File: src/rtl/program_sequencer.sv
// Program ROM walker: fetches 12-bit {op, bus, data, ack} instructions and executes them
// against the DAC and I2C byte engines, timing DELAY steps from the ROM delay table.
module program_sequencer #(
   parameter int unsigned PROG_LEN = 21,
   parameter logic [1:0]  OP_I2C   = 2'b00,
   parameter logic [1:0]  OP_DAC   = 2'b01,
   parameter logic [1:0]  OP_DELAY = 2'b10
) (
   input  logic        clk,
   input  logic        rst,
   input  logic        start,
   output logic [7:0]  instr_pt,
   input  logic [11:0] instr,
   output logic [7:0]  delay_num,
   input  logic [31:0] delay_len,
   output logic [7:0]  dac_data,
   output logic        dac_load,
   input  logic        dac_busy,
   output logic        i2c_req,
   output logic        i2c_bus,
   output logic [7:0]  i2c_data,
   input  logic        i2c_done,
   input  logic        i2c_nak,
   output logic        running,
   output logic        done,
   output logic        fault,
   output logic [7:0]  fault_pt
);

   typedef enum logic [2:0] {
      S_IDLE, S_FETCH, S_EXEC, S_WAIT_DLY, S_WAIT_I2C, S_DONE, S_FAULT
   } state_t;

   state_t      state, state_n;
   logic [11:0] instr_q, instr_q_n;
   logic [31:0] cnt, cnt_n;
   logic [7:0]  pt_n, dac_data_n, i2c_data_n, fault_pt_n;
   logic        dac_load_n, i2c_req_n, i2c_bus_n;
   logic        running_n, done_n, fault_n;

   assign delay_num = instr_q[8:1];

   always_comb begin
      state_n    = state;
      pt_n       = instr_pt;
      instr_q_n  = instr_q;
      cnt_n      = cnt;
      dac_data_n = dac_data;
      dac_load_n = 1'b0;
      i2c_req_n  = i2c_req;
      i2c_bus_n  = i2c_bus;
      i2c_data_n = i2c_data;
      fault_pt_n = fault_pt;
      case (state)
         S_IDLE, S_DONE, S_FAULT: begin
            if (start) begin
               state_n    = S_FETCH;
               pt_n       = '0;
               fault_pt_n = '0;
            end
         end
         S_FETCH: begin
            if (instr_pt == 8'(PROG_LEN)) begin
               state_n = S_DONE;
            end else begin
               instr_q_n = instr;
               state_n   = S_EXEC;
            end
         end
         S_EXEC: begin
            if (instr_q[11:10] == OP_DELAY) begin
               cnt_n   = delay_len;
               state_n = S_WAIT_DLY;
            end else if (instr_q[11:10] == OP_DAC) begin
               if (!dac_busy) begin
                  dac_data_n = instr_q[8:1];
                  dac_load_n = 1'b1;
                  pt_n       = instr_pt + 8'd1;
                  state_n    = S_FETCH;
               end
            end else if (instr_q[11:10] == OP_I2C) begin
               i2c_req_n  = 1'b1;
               i2c_bus_n  = instr_q[9];
               i2c_data_n = instr_q[8:1];
               state_n    = S_WAIT_I2C;
            end else begin
               state_n = S_DONE;
            end
         end
         S_WAIT_DLY: begin
            if (cnt != '0) begin
               cnt_n = cnt - 32'd1;
            end else begin
               pt_n    = instr_pt + 8'd1;
               state_n = S_FETCH;
            end
         end
         S_WAIT_I2C: begin
            // The received ack bit must equal the expected ack stored in the instruction.
            if (i2c_done) begin
               i2c_req_n = 1'b0;
               if (i2c_nak == instr_q[0]) begin
                  pt_n    = instr_pt + 8'd1;
                  state_n = S_FETCH;
               end else begin
                  fault_pt_n = instr_pt;
                  state_n    = S_FAULT;
               end
            end
         end
         default: state_n = S_IDLE;
      endcase
      running_n = (state_n == S_FETCH) || (state_n == S_EXEC) ||
                  (state_n == S_WAIT_DLY) || (state_n == S_WAIT_I2C);
      done_n    = (state_n == S_DONE);
      fault_n   = (state_n == S_FAULT);
   end

   always_ff @(posedge clk or posedge rst) begin
      if (rst) begin
         state    <= S_IDLE;
         instr_pt <= '0;
         instr_q  <= '0;
         cnt      <= '0;
         dac_data <= '0;
         dac_load <= 1'b0;
         i2c_req  <= 1'b0;
         i2c_bus  <= 1'b0;
         i2c_data <= '0;
         fault_pt <= '0;
         running  <= 1'b0;
         done     <= 1'b0;
         fault    <= 1'b0;
      end else begin
         state    <= state_n;
         instr_pt <= pt_n;
         instr_q  <= instr_q_n;
         cnt      <= cnt_n;
         dac_data <= dac_data_n;
         dac_load <= dac_load_n;
         i2c_req  <= i2c_req_n;
         i2c_bus  <= i2c_bus_n;
         i2c_data <= i2c_data_n;
         fault_pt <= fault_pt_n;
         running  <= running_n;
         done     <= done_n;
         fault    <= fault_n;
      end
   end

endmodule

File: config.mk
export PLATFORM = sky130hd
export DESIGN_NAME = program_sequencer
export DESIGN_NICKNAME = d
export VERILOG_FILES = /design/src/rtl/program_sequencer.sv
export SDC_FILE = /design/constraint.sdc
export NUM_CORES = 1
export LEC_CHECK = 0
export ABC_AREA = 1
export ABC_CLOCK_PERIOD_IN_PS = 4300
export BUFFER_PORTS_ARGS = -buffer_cell sky130_fd_sc_hd__buf_2
export CAP_MARGIN = 20
export CORE_MARGIN = 1.5
export CORE_UTILIZATION = 40
export DETAILED_ROUTE_END_ITERATION = 8
export PLACE_DENSITY = 0.68
export SYNTH_ARGS = -nofsm -noshare
export SYNTH_HDL_FRONTEND = slang
export SYNTH_SLANG_ARGS = --single-unit
File: constraint.sdc
create_clock -name clk -period 4.3 [get_ports clk]
set_input_delay 0.215 -clock clk [delete_from_list [all_inputs] [get_ports clk]]
set_output_delay 0.215 -clock clk [all_outputs]
set_load 0.03 [all_outputs]
Yosys cells after proc, flatten, opt, wreduce, memory -nomap -nowiden
Index checks and enable logic that the tools add are counted.

word-level totals
  word-level logic and storage cells = 98
  output and inout bits = 46
  bits in registers = 85

cells by class
  mux-type cells = 33
  equality and inequality tests = 28
  $add $sub $neg = 2
  reduce and logical (&&, ||, !) cells = 18
  bitwise gates (word level) = 4

operators with widths
  cell                     count
  $mux W8                  9
  $mux W32                 2
  $pmux W32 S2             1
  $pmux W8 S4              1
  $reduce_bool A32 Y1      1
  $sub A32 B1 Y32 const B  1
  $mux W3                  8
  $ne A2 B2 Y1 const B     12
  $eq A3 B3 Y1 const B     6
  $pmux W8 S2              1
  $pmux W3 S5              1
  $eq A3 B2 Y1 const B     4
  $reduce_and A4 Y1        3
  $mux W1                  9
  $add A8 B1 Y8 const B    1
  $eq A8 B5 Y1 const B     1
  $reduce_and A8 Y1        1
  $eq A3 B1 Y1 const B     2
  $reduce_bool A2 Y1       3
  $reduce_and A5 Y1        1
  $not A1 Y1               4
  $reduce_bool A4 Y1       1
  $logic_not A3 Y1         1
  $logic_or A1 B1 Y1       3
  other kinds (8)          8

Longest topological paths before layout
Gate-level depths: netlist (run 1).

  depth after elaboration = 9
  gate-level depth with buffers = 11

Worst setup path after synthesis (run 1)
No wires, ideal clock.

  path type = reg2reg
  start point = register cnt[0]
  end point = register cnt[21]
  library setup time = 0.117 ns
  setup slack = 2.510 ns
  cell stages (with the launch flop) = 12
  arrival time = 1.673 ns
  path buffers = 2
  required time = 4.183 ns
  cell sequence = dfrtp_1 > inv_1 > ha_1 > nand2_4 > nor2_8 > nand4_4 > nand2_4 > nand2_4 > buf_6 > buf_6 > nand3_2 > nand2_1

between the ends
  word-level cells in the longest chain between the ends = 3
  elaborated cells between the ends (all ways) = 6
  classes of those cells = 1 x add/sub; 1 x eq/ne; 2 x mux; 2 x reduce/logical

ends and longest elaborated chain
  what                                                           RTL line  RTL
  from (decl)                                                    36        logic [31:0] cnt, cnt_n;
  from (signal assigned)                                         138       cnt <= cnt_n;
  $sub A32 B1 Y32 / $reduce_bool A32 Y1 (equally long branches)  92, 91
  $mux W32 / $ne A2 B2 Y1 (equally long branches)                n/a
  $pmux W32 S2 / $reduce_and A3 Y1 (equally long branches)       n/a

Several ways; a longest one is shown, not always the timed one. The select of a mux whose other input is x is not followed.
A chain may end at the register's enable or synchronous reset.

Worst setup path in the final report (run 1)
  start point = register cnt[0]
  end point = register cnt[30]

The elaborated chain is that of the path after synthesis.

==> results of run 1 <==
## worst paths after layout
check	endpoint	depth (start not counted)	slack (ns)
max reg2reg	cnt[30]	10	1.98
min in group asynchronous	instr_q[8]	3	0.49
max	cnt[30]	10	1.98
max in group asynchronous	fault_pt[3]	4	2.75
min	instr_q[6]	3	0.07
min reg2reg	dac_data[4]	2	0.49
## state kept, by name (all words and copies together) (netlist names), 3 cells and up
name and cells:
cnt 32, instr_q 12, dac_data 8, fault_pt 8
i2c_data 8, instr_pt 8, state 3
## stage by stage
stage          util (%)  area (sq um)
2_1_floorplan         -          5200
3_3_place_gp       45.3          5740
3_5_place_dp       45.3          5740
4_1_cts            47.6          6040
5_1_grt            47.6          6040
6_report           47.6          6040
## kinds of logic (layout without fill, tap and decap cells)
| family | count (synthesis) | after routing | synth area share (%) |
|---|---|---|---|
| xor gates and xnor gates | 2 | 2 | 0.337 |
| adders and majority gates | 6 | 6 | 1.44 |
| DFF | 85 | 85 | 40.9 |
| and+or+nand+nor | 431 | 431 | 37.5 |
| AOI/OAI and AO/OA | 89 | 89 | 9.83 |
| buffers and inverters | 120 | 206 | 10.0 |
## report_power, final
| group | total (uW) | switching [uW] | internal (uW) |
|---|---|---|---|
| Sequential | 1430 | 296 | 1130 |
| Clock | 758 | 342 | 417 |
| Combinational | 2370 | 1650 | 720 |
| Total | 4550 | 2280 | 2270 |
## per-layer routing
metal,up-vias,GRT usage [%]
li1,2474,-
met1,2092,27.2
met2,112,29.5
met5,-,0
met4,0,6.83
met3,16,4.27
## final cells by class
cell class	count	area, sq um
fillers	1344	6630
multi-input cells	528	2560
flip-flops and latches	85	2130
repair buffers	98	500
inverters	92	347
clock buffers	10	239
well taps	172	215
clock inverters	6	52.6
## timing repair
action	4_1_cts	5_1_grt
hold buffers	1	0
endpoints found under the hold margin	36	0
setup endpoints to repair	0	0
## cell usage in the layout, fill, tap and decap left out, types with 4 or more instances in the layout
cell type	Yosys	final
clkbuf_16	0	9
inv_1	88	87
or2_2	17	17
nand3_1	61	61
dfrtp_1	85	85
nand2_2	4	4
nand3_2	10	10
nand4_1	12	12
nor2_2	7	7
buf_2	5	95
o21ai_0	42	42
nor3_1	4	4
inv_2	4	4
ha_1	6	6
nand2_1	229	229
o21ai_2	11	11
o22ai_1	9	9
o21ai_1	19	19
nor2_1	76	76
## worst max-delay path: cells and delay by family (launching register included)
kind | cells | cell delay [ns]
simple gates | 7 | 1.00
buf+inv | 2 | 0.51
flops | 1 | 0.37
fa+ha+maj | 1 | 0.34
==> key figures, run 1 <==
Critical path
  – Setup Crit Path Kind: register to register
  – Crit path DAT: roughly 2.6 ns
  – Slowest CP cell: inv_2
  – CP startpoint: cnt[0]
  – CP most frequent cell: nand2_4
  – Crit-path cells: inv_1 > ha_1 > nand2_4 > nor2_8 > nand4_4 > nand2_4 > nand2_4 > inv_2 > nand2_1 > nand2_1
  – R2R Path Start: cnt[0]
  – Worst-path maximum fanout: 49
  – Worst Setup Start Kind: register
  – CP Capture Type: register
  – Critical path's largest stage delay: approximately 0.38 ns
  – WP data required: between 4 and 5 ns

STA
  – Post-route setup slack: around 2.0 ns
  – Least-Margin Pin Slew: approximately 0.80 ns
  – Skew final: about 0.008 ns
  – Setup violations, final: 0
  – Setup TNS: 0 ns
  – Fmax achieved: 431 MHz
  – Post-layout minimum cycle time: around 2.3 ns
  – Worst hold margin: around 0.075 ns
  – RSZ-0062 raised after global routing: no
  – Max Transition Viols Final: 0
  – Final hold vios: 0
  – Slew HR: 46.4%
  – Period utilization: 53.9%

Clocking
  – TritonCTS clock tree: built
  – CTS sink count: between 80 and 90
  – Clk_lat worst skew: about 0.34 ns
  – Clk buf depth: 2
  – H-tree depth: 3
  – Inserted Clock Buffers: 9
  – Worst-path clk slew: ~0.07 ns
  – Post-CTS resize count: 0
  – CTS root buffer: clkbuf_16
  – Post-CTS Setup Inserts: 0

Power
  – Leakage: 0.00311 uW
  – Tot Pwr: about 4500 uW
  – Maximum VDD drop: roughly 0.00040 V
  – Pwr/cell area: roughly 750 mW/mm^2

Die
  – Die X-Extent: about 120 um
  – Row cnt: approximately 40
  – Top Ports: 96
  – Die area: ~0.014 sq mm
  – Core Region: 0.0127 sq mm
  – Die Y: ~120 um
  – Initial Util: 41.1%

Routing
  – Via density: approximately 4.7
  – DR WL/cell: 12.4 um
  – Met3 Wirelength: between 600 and 700 um
  – Top sig layer: met4
  – Routed Antenna Nets: 0
  – Post-route DRC: 0
  – Drt first pass iters: 5
  – DR WL met2: around 5400 um
  – Met1 WL: about 6000 um
  – Post-Route WL: between 10,000 and 15,000 um
  – Detailed Route Iter0 Violations: between 300 and 400
  – Via count: about 4,700

Finish
  – Layout cells sized above 1: 21.5%
  – Nets: 870
  – Ant diodes: 0
  – Non-Filler Instances: slightly below 1,000
  – Synthesis-to-layout area growth: 16.0%

Placement
  – DP Worst Slack: ~2.0 ns
  – Global placer's final weighted congestion: 0.856
  – Buffers on Ports: 95
  – Placed wire-length estimate: 8970 um
  – Placed cells: between 900 and 1,000

Synthesis
  – Post-synth EDFFs: 0
  – Mapped Cells: ~730
  – Synth top area cells: dfrtp_1 (41%), nand2_1 (17%), inv_1 (6.3%)
  – Register bit count reported by yosys: 85
  – Area leader, netlist: dfrtp_1
  – Sequential share of the synthesized area: roughly two fifths
  – Async SR Flop Fraction: 100%
  – Warnings from Yosys: 0
  – Share of the synthesized area in the top cell type: between 40% and 50%
  – Unique masters post-synth: 32
  – Post-Syn Nets: between 700 and 800
  – Mapped cell area: 0.00520 sq mm
  – Commonest cells post-synth: nand2_1 (229), inv_1 (88), dfrtp_1 (85), nor2_1 (76), nand3_1 (61)
  – Top FF cell, synth: dfrtp_1
  – Most common cell in the netlist: nand2_1
  – Syn Area/Cell: 7.10 sq um

Worst hold path
  – HP Start: instr[6]
  – Worst hold path type: input pin to register

Global route
  – Largest net degree at the start of global routing: 50
  – Initial antenna violation count: 0
  – Gr usage total: 19.3%
  – Total grt overflow: 0
  – First-pass GRT wire length: slightly above 20,000 um
  – Vias in the first global route: around 4,300

Flow run
  – Max Cap Viol: 0

Status
  – Status: finished clean
Power figures use the tool's default switching activity.
==> run 2: changes to the inputs <==
ABC_AREA = 0   (was 1)
ABC_CLOCK_PERIOD_IN_PS = 2200   (was 4300)
clock period = 2.2 ns   (was 4.3 ns; I/O delays follow)
==> run 2 against run 1 <==
Against the previous run: the flow now finishes with violations (setup timing); clock skew down 0.0025 ns; die area down 11%; sequential power up 100%; sequential share of layout area down 3.1 points; worst hold slack worse by 0.066 ns; fmax down 0.12%; cell count down 20%; critical endpoint is now cnt[8]; largest power group unchanged; highest routed layer unchanged.
==> key figures, run 2 <==
Synthesis
  – Sequential share of the synthesized area: 46.0% (+5.1 points)
  – Most common cell in the netlist: dfrtp_1
  – Register bit count reported by yosys: 85 (unchanged)
  – Area leader, netlist: dfrtp_1
  – Fraction of the mapped netlist area in adder cells: 1.62% (+0.18 points)
  – Largest family of logic cells by synthesized area: compound AO/OA/AOI/OAI gates
  – Warnings from Yosys: 0 (unchanged)
  – Commonest cells post-synth: dfrtp_1 (85), nand2_1 (43), nor2_1 (38), a21oi_1 (26), clkbuf_1 (24)
  – Mux cell area share after synthesis: 5.82% (+5.8 points)
  – Unique masters post-synth: 65 (+100%)
  – Syn Area/Cell: 9.59 sq um (+35%)
  – XOR/XNOR Fraction of Synth Area: 0.568% (+0.23 points)
  – Post-synth EDFFs: 0 (unchanged)
  – Mapped cell area: 0.00462 sq mm (-11%)
  – Post-Syn Nets: 538 (-32%)
  – Synth Area in Simple Gates: 18.7% (-19 points)
  – Synth Area in Compound Gates: 22.1% (+12 points)
  – Share of the synthesized area in the top cell type: 46.0% (+5.1 points)
  – Synth top area cells: dfrtp_1 (46%), mux2_2 (5.6%), nand2_1 (3.5%)
  – Top FF cell, synth: dfrtp_1
  – Async SR Flop Fraction: 100% (unchanged)
  – Mapped Cells: 482 (-34%)

Power
  – Pwr/cell area: 1620 mW/mm^2 (+110%)
  – Maximum VDD drop: 0.00112 V (+180%)
  – P_sw: 4830 uW (+110%)
  – Seq pwr share: 26.9% (-4.4 points)
  – Clk pwr share: 13.3% (-3.4 points)
  – Leakage: 0.00297 uW (-4.3%)
  – Switching part of the total: 45.2% (-5.0 points)
  – Comb pwr share: 59.8% (+7.8 points)
  – Pint: 5860 uW (+160%)

Critical path
  – Crit path buffers/inverters: 4 (+2)
  – Setup Crit Path Kind: register to register
  – Crit path DAT: 2.54 ns (-0.06 ns)
  – WP data required: 2.42 ns (-2.16 ns)
  – Crit-path cells: or3_4 > buf_6 > nor4_4 > a21oi_4 > buf_6 > nor2_4 > buf_4 > clkbuf_16 > o22ai_1
  – CP Capture Type: register
  – Critical path's largest stage delay: 0.41 ns (+0.03 ns)
  – Worst-path maximum fanout: 6 (-88%)
  – R2R Path Start: cnt[6]
  – Worst Setup Start Kind: register
  – Reg-to-reg endpoint: cnt[8]
  – Slowest CP cell: or3_4
  – R2r setup slk: -0.12 ns (-2.10 ns)
  – Top delay family on crit path: simple AND/OR/NAND/NOR gates
  – R2R depth: 9 (-1)
  – CP most frequent cell: buf_6

Finish
  – Ant diodes: 0 (unchanged)
  – Layout cells sized above 1: 44.0% (+22 points)
  – Largest Register: cnt
  – Max reg flops: 32 (unchanged)
  – Synthesis-to-layout area growth: 43.1%
  – Multi-input gate area: 0.00264 sq mm (+3.4%)
  – Largest registers: cnt (32), instr_q (12)
  – Core Util, Final: 58.5% (+11 points)
  – Nets: 704 (-19%)
  – Highest-count cells in the layout ignoring fill and taps: buf_2 (95), dfrtp_1 (84), buf_4 (73)
  – FILL cells: 997 (-26%)
  – Commonest non-fill, non-tap cell in the layout: buf_2
  – Non-Filler Instances: 796 (-20%)
  – Reg area: 0.00213 sq mm (about the same)

Placement
  – Placed wire-length estimate: 9340 um (+4.1%)
  – Buffers on Ports: 95 (unchanged)
  – Placed cells: 756 (-22%)
  – Global placer's final weighted congestion: 0.890 (+4.0%)

Routing
  – Post-route DRC: 0 (unchanged)
  – Post-Route WL: 13,700 um (+12%)
  – Drt first pass iters: 5 (unchanged)
  – Detailed Route Iter0 Violations: 274 (-16%)
  – Routed Antenna Nets: 0 (unchanged)
  – DR WL/cell: 17.3 um (+39%)
  – Via count: 4,627 (-1.4%)
  – Via density: 5.81 (+23%)

STA
  – Worst hold margin: 0.00882 ns (-0.0657 ns)
  – Period utilization: 105% (+52 points)
  – Post-route setup slack: -0.121 ns (-2.10 ns)
  – Max Transition Viols Final: 0 (unchanged)
  – RSZ-0062 raised after global routing: yes
  – Least-Margin Pin Slew: 0.738 ns (-0.0630 ns)
  – Post-layout minimum cycle time: 2.32 ns (+0.00271 ns)
  – Final hold vios: 0 (unchanged)
  – Slew HR: 50.6% (+4.2 points)
  – Setup TNS: -1.72 ns (-1.72 ns)
  – Skew final: 0.00547 ns (-0.00255 ns)
  – Fmax achieved: 431 MHz (-0.12%)
  – Setup violations, final: 26 (+26)

Clocking
  – TritonCTS clock tree: built
  – Clk buf depth: 2 (unchanged)
  – Worst-path clk slew: 0.06 ns (about the same)
  – CTS sink count: 85 (unchanged)
  – Clk_lat worst skew: 0.34 ns (about the same)
  – H-tree depth: 3 (unchanged)
  – Inserted Clock Buffers: 9 (unchanged)
  – CTS root buffer: clkbuf_16

Global route
  – First-pass GRT wire length: 22,300 um (+7.8%)
  – Gr usage total: 22.2% (+2.9 points)
  – Initial antenna violation count: 0 (unchanged)
  – Vias in the first global route: 4,564 (+5.0%)
  – Total grt overflow: 0 (unchanged)
  – Largest net degree at the start of global routing: 48 (-4.0%)

Die
  – Die Y: 111 um (-5.6%)
  – Die X-Extent: 111 um (-5.6%)
  – Top Ports: 96 (unchanged)
  – Die area: 0.0122 sq mm (-11%)
  – Core Region: 0.0113 sq mm (-11%)
  – Row cnt: 39 (-4.9%)
  – Initial Util: 40.8% (-0.23 points)

Status
  – Failing checks: setup timing
  – Status: finished, violations left

Worst hold path
  – HP Start: instr[9]
  – Cells on Worst Hold Path: 2 (-1)
  – Worst hold path type: input pin to register
  – Hold endpoint: instr_q[9]

Flow run
  – Max Cap Viol: 0 (unchanged)
run 2: changes by cell type after synthesis, moves of 16 or more:
cell,before,now
o21ai_0,42,17
nand3_1,61,13
o21ai_1,19,1
nor2_1,76,38
nor3_1,4,20
inv_1,88,15
or2_2,17,1
nand2_1,229,43
a21oi_1,3,26
mux2_2,0,23
run 2: metrics by stage:
stage | worst slack [ns] | area [sq um] | power, uW
after floorplan | -0.206 | 4710 | 6420
after global placement | -0.178 | 5740 | 8090
after detailed placement | -0.267 | 5740 | 8280
after CTS | -0.107 | 6240 | 9980
after global routing | -0.165 | 6620 | 11400
final | -0.121 | 6620 | 10700
run 2: power by group through the flow:
stage / clock network (uW) / logic [uW] / registers, uW
3_5_place_dp: 0 / 5420 / 2860
4_1_cts: 1460 / 5680 / 2840
5_1_grt: 1520 / 6890 / 2980
3_3_place_gp: 0 / 5270 / 2830
6_report: 1420 / 6390 / 2880
2_1_floorplan: 0 / 3170 / 3250
run 2: final cells by class:
class / instances / area share, %
multi-input cells: 342 / 39.9
flip-flops and latches: 85 / 32.2
repair buffers: 194 / 20.1
clock buffers: 10 / 3.46
well taps: 143 / 2.70
inverters: 16 / 0.964
clock inverters: 6 / 0.700
run 2: cells by family after synthesis:
| logic type | count (synthesis) |
|---|---|
| buffers and inverters | 55 |
| adder cells (fa/ha/maj) | 6 |
| multiplexers | 24 |
| AO/OA/AOI/OAI | 144 |
| AND/OR/NAND/NOR | 165 |
| flip-flops | 85 |
| XOR/XNOR | 3 |
run 2: how the worst max path moves through the flow:
| stage | from | end | slack (ns) | cells past startpoint |
|---|---|---|---|---|
| detailed placement | cnt[1] | cnt[26] | -0.27 | 8 |
| global placement | cnt[0] | cnt[26] | -0.18 | 8 |
| floorplan | cnt[0] | instr_pt[5] | -0.21 | 8 |
| CTS | cnt[1] | cnt[20] | -0.11 | 8 |
| global route | cnt[6] | cnt[11] | -0.16 | 9 |
| finish | cnt[6] | cnt[8] | -0.12 | 9 |
run 2: timing repair:
item,in CTS,in global routing
gates resized for setup,22,60
hold buffers,9,2
pin swaps,7,22
cloned,0,1
endpoints found under the hold margin,74,2
endpoints found under the setup margin,40,40
setup buffers,5,8
run 2: routing by layer:
layer / GRT usage [%] / routed length [um] / vias to the layer above
li1: - / - / 2143
met1: 29.1 / 6030 / 2314
met2: 36.5 / 6780 / 142
met3: 5.10 / 642 / 28
met4: 6.84 / 286 / 0
met5: 0 / 0 / -
